==> config.mk <==
export PLATFORM = sky130hd
export DESIGN_NAME = load_aligner
export DESIGN_NICKNAME = d
export VERILOG_FILES = /design/src/rtl/load_aligner.sv
export SDC_FILE = /design/constraint.sdc
export NUM_CORES = 1
export LEC_CHECK = 0
export CORE_MARGIN = 1
export CORE_UTILIZATION = 30
export CTS_CLUSTER_DIAMETER = 50
export DETAILED_ROUTE_END_ITERATION = 6
export DONT_BUFFER_PORTS = 1
export GPL_TIMING_DRIVEN = 0
export MAX_ROUTING_LAYER = met4
export PLACE_DENSITY = 0.5
export SLEW_MARGIN = 20
export SYNTH_ARGS = -nofsm -noshare
export SYNTH_HDL_FRONTEND = slang
export SYNTH_SLANG_ARGS = --single-unit
==> constraint.sdc <==
create_clock -name clk -period 2.2 [get_ports clk]
set_input_delay 0.11 -clock clk [delete_from_list [all_inputs] [get_ports clk]]
set_output_delay 0.11 -clock clk [all_outputs]
set_load 0.03 [all_outputs]
==> src/rtl/load_aligner.sv <==
// Load aligner: tracks outstanding dmem loads and aligns/extends the returned read word.
// Optional sticky protocol-error flag enabled by defining LOAD_ALIGN_ERR_CHECK_EN.
module load_aligner #(
    parameter int unsigned DEPTH = 2
) (
    input  logic        clk,
    input  logic        rst_n,
    input  logic        req_valid,
    output logic        req_ready,
    input  logic [3:0]  req_lanes,
    input  logic        req_unsigned,
    input  logic [4:0]  req_rd,
    input  logic        rsp_valid,
    output logic        rsp_ready,
    input  logic [31:0] rdata,
    output logic        ld_valid,
    input  logic        ld_ready,
    output logic [4:0]  ld_rd,
    output logic [31:0] ld_data,
    output logic        err
);
    localparam int unsigned PW = (DEPTH > 1) ? $clog2(DEPTH) : 1;
    localparam int unsigned CW = $clog2(DEPTH + 1);
    localparam logic [CW-1:0] FULL = CW'(DEPTH);
    localparam logic [PW-1:0] LAST = PW'(DEPTH - 1);

    // Entry layout: {lanes[3:0], unsigned, rd[4:0]}
    logic [9:0]    fifo_q [DEPTH];
    logic [PW-1:0] wr_ptr_q, wr_ptr_d;
    logic [PW-1:0] rd_ptr_q, rd_ptr_d;
    logic [CW-1:0] count_q, count_d;
    logic          ld_valid_q, ld_valid_d;
    logic [4:0]    ld_rd_q, ld_rd_d;
    logic [31:0]   ld_data_q, ld_data_d;

    logic          push;
    logic          pop;
    logic [9:0]    head;
    logic [3:0]    head_lanes;
    logic          head_sx;
    logic [31:0]   aligned;

    assign req_ready  = (count_q != FULL);
    assign rsp_ready  = (count_q != '0) && (!ld_valid_q || ld_ready);
    assign push       = req_valid && req_ready;
    assign pop        = rsp_valid && rsp_ready;
    assign head       = fifo_q[rd_ptr_q];
    assign head_lanes = head[9:6];
    assign head_sx    = ~head[5];

    always_comb begin
        case (head_lanes)
            4'b0001: aligned = {{24{head_sx & rdata[7]}},  rdata[7:0]};
            4'b0010: aligned = {{24{head_sx & rdata[15]}}, rdata[15:8]};
            4'b0100: aligned = {{24{head_sx & rdata[23]}}, rdata[23:16]};
            4'b1000: aligned = {{24{head_sx & rdata[31]}}, rdata[31:24]};
            4'b0011: aligned = {{16{head_sx & rdata[15]}}, rdata[15:0]};
            4'b1100: aligned = {{16{head_sx & rdata[31]}}, rdata[31:16]};
            default: aligned = rdata;
        endcase
    end

    always_comb begin
        wr_ptr_d = wr_ptr_q;
        rd_ptr_d = rd_ptr_q;
        count_d  = count_q;
        if (push) wr_ptr_d = (wr_ptr_q == LAST) ? '0 : wr_ptr_q + 1'b1;
        if (pop)  rd_ptr_d = (rd_ptr_q == LAST) ? '0 : rd_ptr_q + 1'b1;
        case ({push, pop})
            2'b10:   count_d = count_q + 1'b1;
            2'b01:   count_d = count_q - 1'b1;
            default: count_d = count_q;
        endcase

        ld_valid_d = ld_valid_q;
        ld_rd_d    = ld_rd_q;
        ld_data_d  = ld_data_q;
        // A same-cycle accept reloads the register even while the old result drains
        if (pop) begin
            ld_valid_d = 1'b1;
            ld_rd_d    = head[4:0];
            ld_data_d  = aligned;
        end else if (ld_ready) begin
            ld_valid_d = 1'b0;
        end
    end

    always_ff @(posedge clk or negedge rst_n) begin
        if (!rst_n) begin
            wr_ptr_q   <= '0;
            rd_ptr_q   <= '0;
            count_q    <= '0;
            ld_valid_q <= 1'b0;
            ld_rd_q    <= '0;
            ld_data_q  <= '0;
            for (int unsigned i = 0; i < DEPTH; i++) fifo_q[i] <= '0;
        end else begin
            wr_ptr_q   <= wr_ptr_d;
            rd_ptr_q   <= rd_ptr_d;
            count_q    <= count_d;
            ld_valid_q <= ld_valid_d;
            ld_rd_q    <= ld_rd_d;
            ld_data_q  <= ld_data_d;
            if (push) fifo_q[wr_ptr_q] <= {req_lanes, req_unsigned, req_rd};
        end
    end

    assign ld_valid = ld_valid_q;
    assign ld_rd    = ld_rd_q;
    assign ld_data  = ld_data_q;

`ifdef LOAD_ALIGN_ERR_CHECK_EN
    logic err_q, err_d;
    logic lanes_legal;

    always_comb begin
        case (req_lanes)
            4'b0001, 4'b0010, 4'b0100, 4'b1000,
            4'b0011, 4'b1100, 4'b1111: lanes_legal = 1'b1;
            default:                   lanes_legal = 1'b0;
        endcase
        err_d = err_q | (rsp_valid && (count_q == '0)) | (push && !lanes_legal);
    end

    always_ff @(posedge clk or negedge rst_n) begin
        if (!rst_n) err_q <= 1'b0;
        else        err_q <= err_d;
    end

    assign err = err_q;
`else
    assign err = 1'b0;
`endif
endmodule

==> results.ini <==
[drt]
wire_per_inst_um=19.3
drc=0
drt_iter0_markers=148
vias_per_cell=5.26
firstDrtPassIters=4
num_vias=2618
postRouteWirelength_um=9630
ant_nets=0

[placement]
place_area_mm2=0.00342
io_buffers=0
gp_routability_congestion=0.827
hpwl_um=6540

[die]
die-area_mm2=0.0112
chipHeight_um=106
core.rowCount=37
core_area_mm2=0.0104
io_pins=88
start_util_pct=31.2
die_w_um=106

[yosys]
yosysMostFrequentCell=dfrtp_1
yosys.cell_types.count=61
ys_top_cells_by_count=62 x dfrtp_1, 32 x nor2_1, 24 x nand2_1
synth_area_leaders=dfrtp_1 48%, mux2_2 7.3%, nor2_1 3.7%
syn_inst=302
synth_xor_area_share_pct=2.97
syn_avg_cell_area_um2=10.8
synth_top_family_by_area=compound AO/OA/AOI/OAI gates
syn_nets=350
synth_seq_cells=62
yosysSeqAreaShare_pct=47.8
synth_top_cell_area_share_pct=47.8
synthSimpleGateAreaFrac_pct=15.6
synth-edff-count=0
synth_flop_cell=dfrtp_1
synthAdderAreaFrac_pct=0.385
synth-compound-area-share_pct=20.4
synthArstFlopShare_pct=100
yosys.area.top_type=dfrtp_1
yosys_warnings=0
syn_area_mm2=0.00325
synth_mux_area_share_pct=9.44

[global_route]
grt_antenna_before_repair=0
grt_overflow_total=0
grt_max_degree=63
first_global_vias=2719
grt_first_pass_wirelength_um=15100
grt_usage_pct=18.5

[worst_setup_path]
startpoint_type=register
required_ps=2420
crit_path_start=rd_ptr_q
worstSetupEndpointType=register
crit_arrival_ps=2290
critical_path_class=reg2reg
worstReg2RegStart=rd_ptr_q
crit_fanout=10

[cts]
cts_tree=built
clkSlewWorstSetupHoldPaths_ps=70
htree_levels=3
cts_root_buffer=clkbuf_8
insertion_delay_ps=340
cts_buffers=9
clock_sinks=62
cts_buffer_depth=2

[timing]
relSlewSlack_pct=56.0
clock.fmax_mhz=482
tightest_slew_ps=656
fin_crit_sh_pct=94.4
clock_skew_ps=12.7
fin_crit_ps=2080
tns_ps=0
hold_violations=0
grt_setup_unrepaired=false
drv_slew=0
setup_viol=0

[power]
power.leakage_nw=1.63
pwr-share-seq_pct=40.4
p_int_w=0.00382
cellPowerDensity_mw_per_mm2=1800
pwr-share-clk_pct=14.4
swShare_pct=48.2
vdd_drop_max_v=0.000608
p_sw_w=0.00355
comb_power_share_pct=45.2

[finish]
fin_area_mm2=0.00409
syn_to_final_growth_pct=26.1
area.sequential_mm2=0.00155
drive_above_1_share_pct=21.0
nNetsFinal=405
multi_input_area_mm2=0.00160
fillCellCount=1066
diodes=0

[min_path]
hold_start=rdata[11]
hold_class=in2reg

[flow_run]
max_cap_viol_count=0

[run_status]
status=finished, final reports clean

[kinds of logic after synthesis]
| logic type | count (synthesis) |
|---|---|
| AOI/OAI and AO/OA | 88 |
| xor gates and xnor gates | 8 |
| adders and majority gates | 1 |
| buffers and inverters | 17 |
| DFF | 62 |
| muxes | 28 |
| other | 1 |
| and+or+nand+nor | 97 |
[through the flow]
step	setup WS [ps]	util (%)	cells	hold WS [ps]	power [W]
final	124	39.3	498	12.7	0.00737
after detailed placement	-227	32.8	438	-184	0.00620
after CTS	54.8	39.2	498	0.0349	0.00740
after global routing	20.4	39.3	498	7.39	0.00787
after global placement	-219	32.8	438	-184	0.00615
after floorplan	359	-	302	-186	0.00544
[state kept, by name (all words and copies together), names as in the netlist]
signal / cells
ld_rd: 5
ld_data: 32
wr_ptr_q: 1
ld_valid: 1
fifo_q: 20
count_q: 2
rd_ptr_q: 1
[final timing paths]
kind | depth (start not counted) | endpoint | slack (ps)
worst max-delay path | 6 | ld_data[7] | 120
worst min-delay path | 2 | ld_data[11] | 10
worst max register to register | 6 | ld_data[7] | 120
worst min register to register | 1 | fifo_q[11] | 510
max in group asynchronous | 2 | ld_valid | 1600
min in group asynchronous | 2 | ld_data[16] | 300
[area by class of cell]
type                            instances  share of cell area, %
Clock buffer                           11                   3.70
Inverter                                2                  0.183
Sequential cell                        62                   37.9
Buffer                                 15                   2.48
Clock inverter                          5                   1.41
Multi-Input combinational cell        223                   39.0
Timing Repair Buffer                   44                   11.1
Tap cell                              136                   4.16
[power groups by stage]
| stage | clock network, W | registers (W) | logic [W] |
|---|---|---|---|
| after floorplan | 0 | 0.00282 | 0.00262 |
| after global placement | 0 | 0.00298 | 0.00316 |
| after detailed placement | 0 | 0.00301 | 0.00320 |
| after CTS | 0.00109 | 0.00298 | 0.00333 |
| after global routing | 0.00114 | 0.00307 | 0.00366 |
| final | 0.00106 | 0.00298 | 0.00333 |
[repair_timing]
action	4_1_cts	5_1_grt
pin swaps	1	1
setup buffers	1	0
endpoints found under the setup margin	2	11
endpoints found under the hold margin	111	0
hold buffers	43	0
resized for setup	2	2
[cells in the final DEF (no fill, tap or decap), types with 3 or more instances in the layout]
master,Yosys,routed
nand2_1,24,24
nor2_1,32,32
a21oi_1,15,15
a21oi_2,10,10
a221oi_1,5,5
mux2i_1,7,6
a211oi_1,8,8
clkinvlp_4,0,3
o21ai_0,9,9
nand3_1,6,6
a22oi_1,12,12
nand2b_1,3,3
clkbuf_8,0,11
buf_6,5,5
dfrtp_1,62,61
nor3_1,9,9
mux2_2,21,21
nor2_2,4,4
dlygate4sd3_1,0,42
clkbuf_1,7,6
xnor2_1,5,5
a2bb2oi_1,7,7
[layer usage]
| metal | track usage [%] | share of wire [%] |
|---|---|---|
| met1 | 23.2 | 45 |
| met2 | 28.5 | 46 |
| met3 | 5.89 | 8.2 |
| met4 | 5.95 | 0.92 |
| met5 | - | 0 |
[critical path: stages (launching register included)]
cell and delay, ps:
dfrtp_1 370, buf_6 140, buf_6 140, a21boi_2 280, nor3b_2 600, a211oi_1 110
o32a_1 310
No activity file was read; power rests on OpenSTA's default activity.
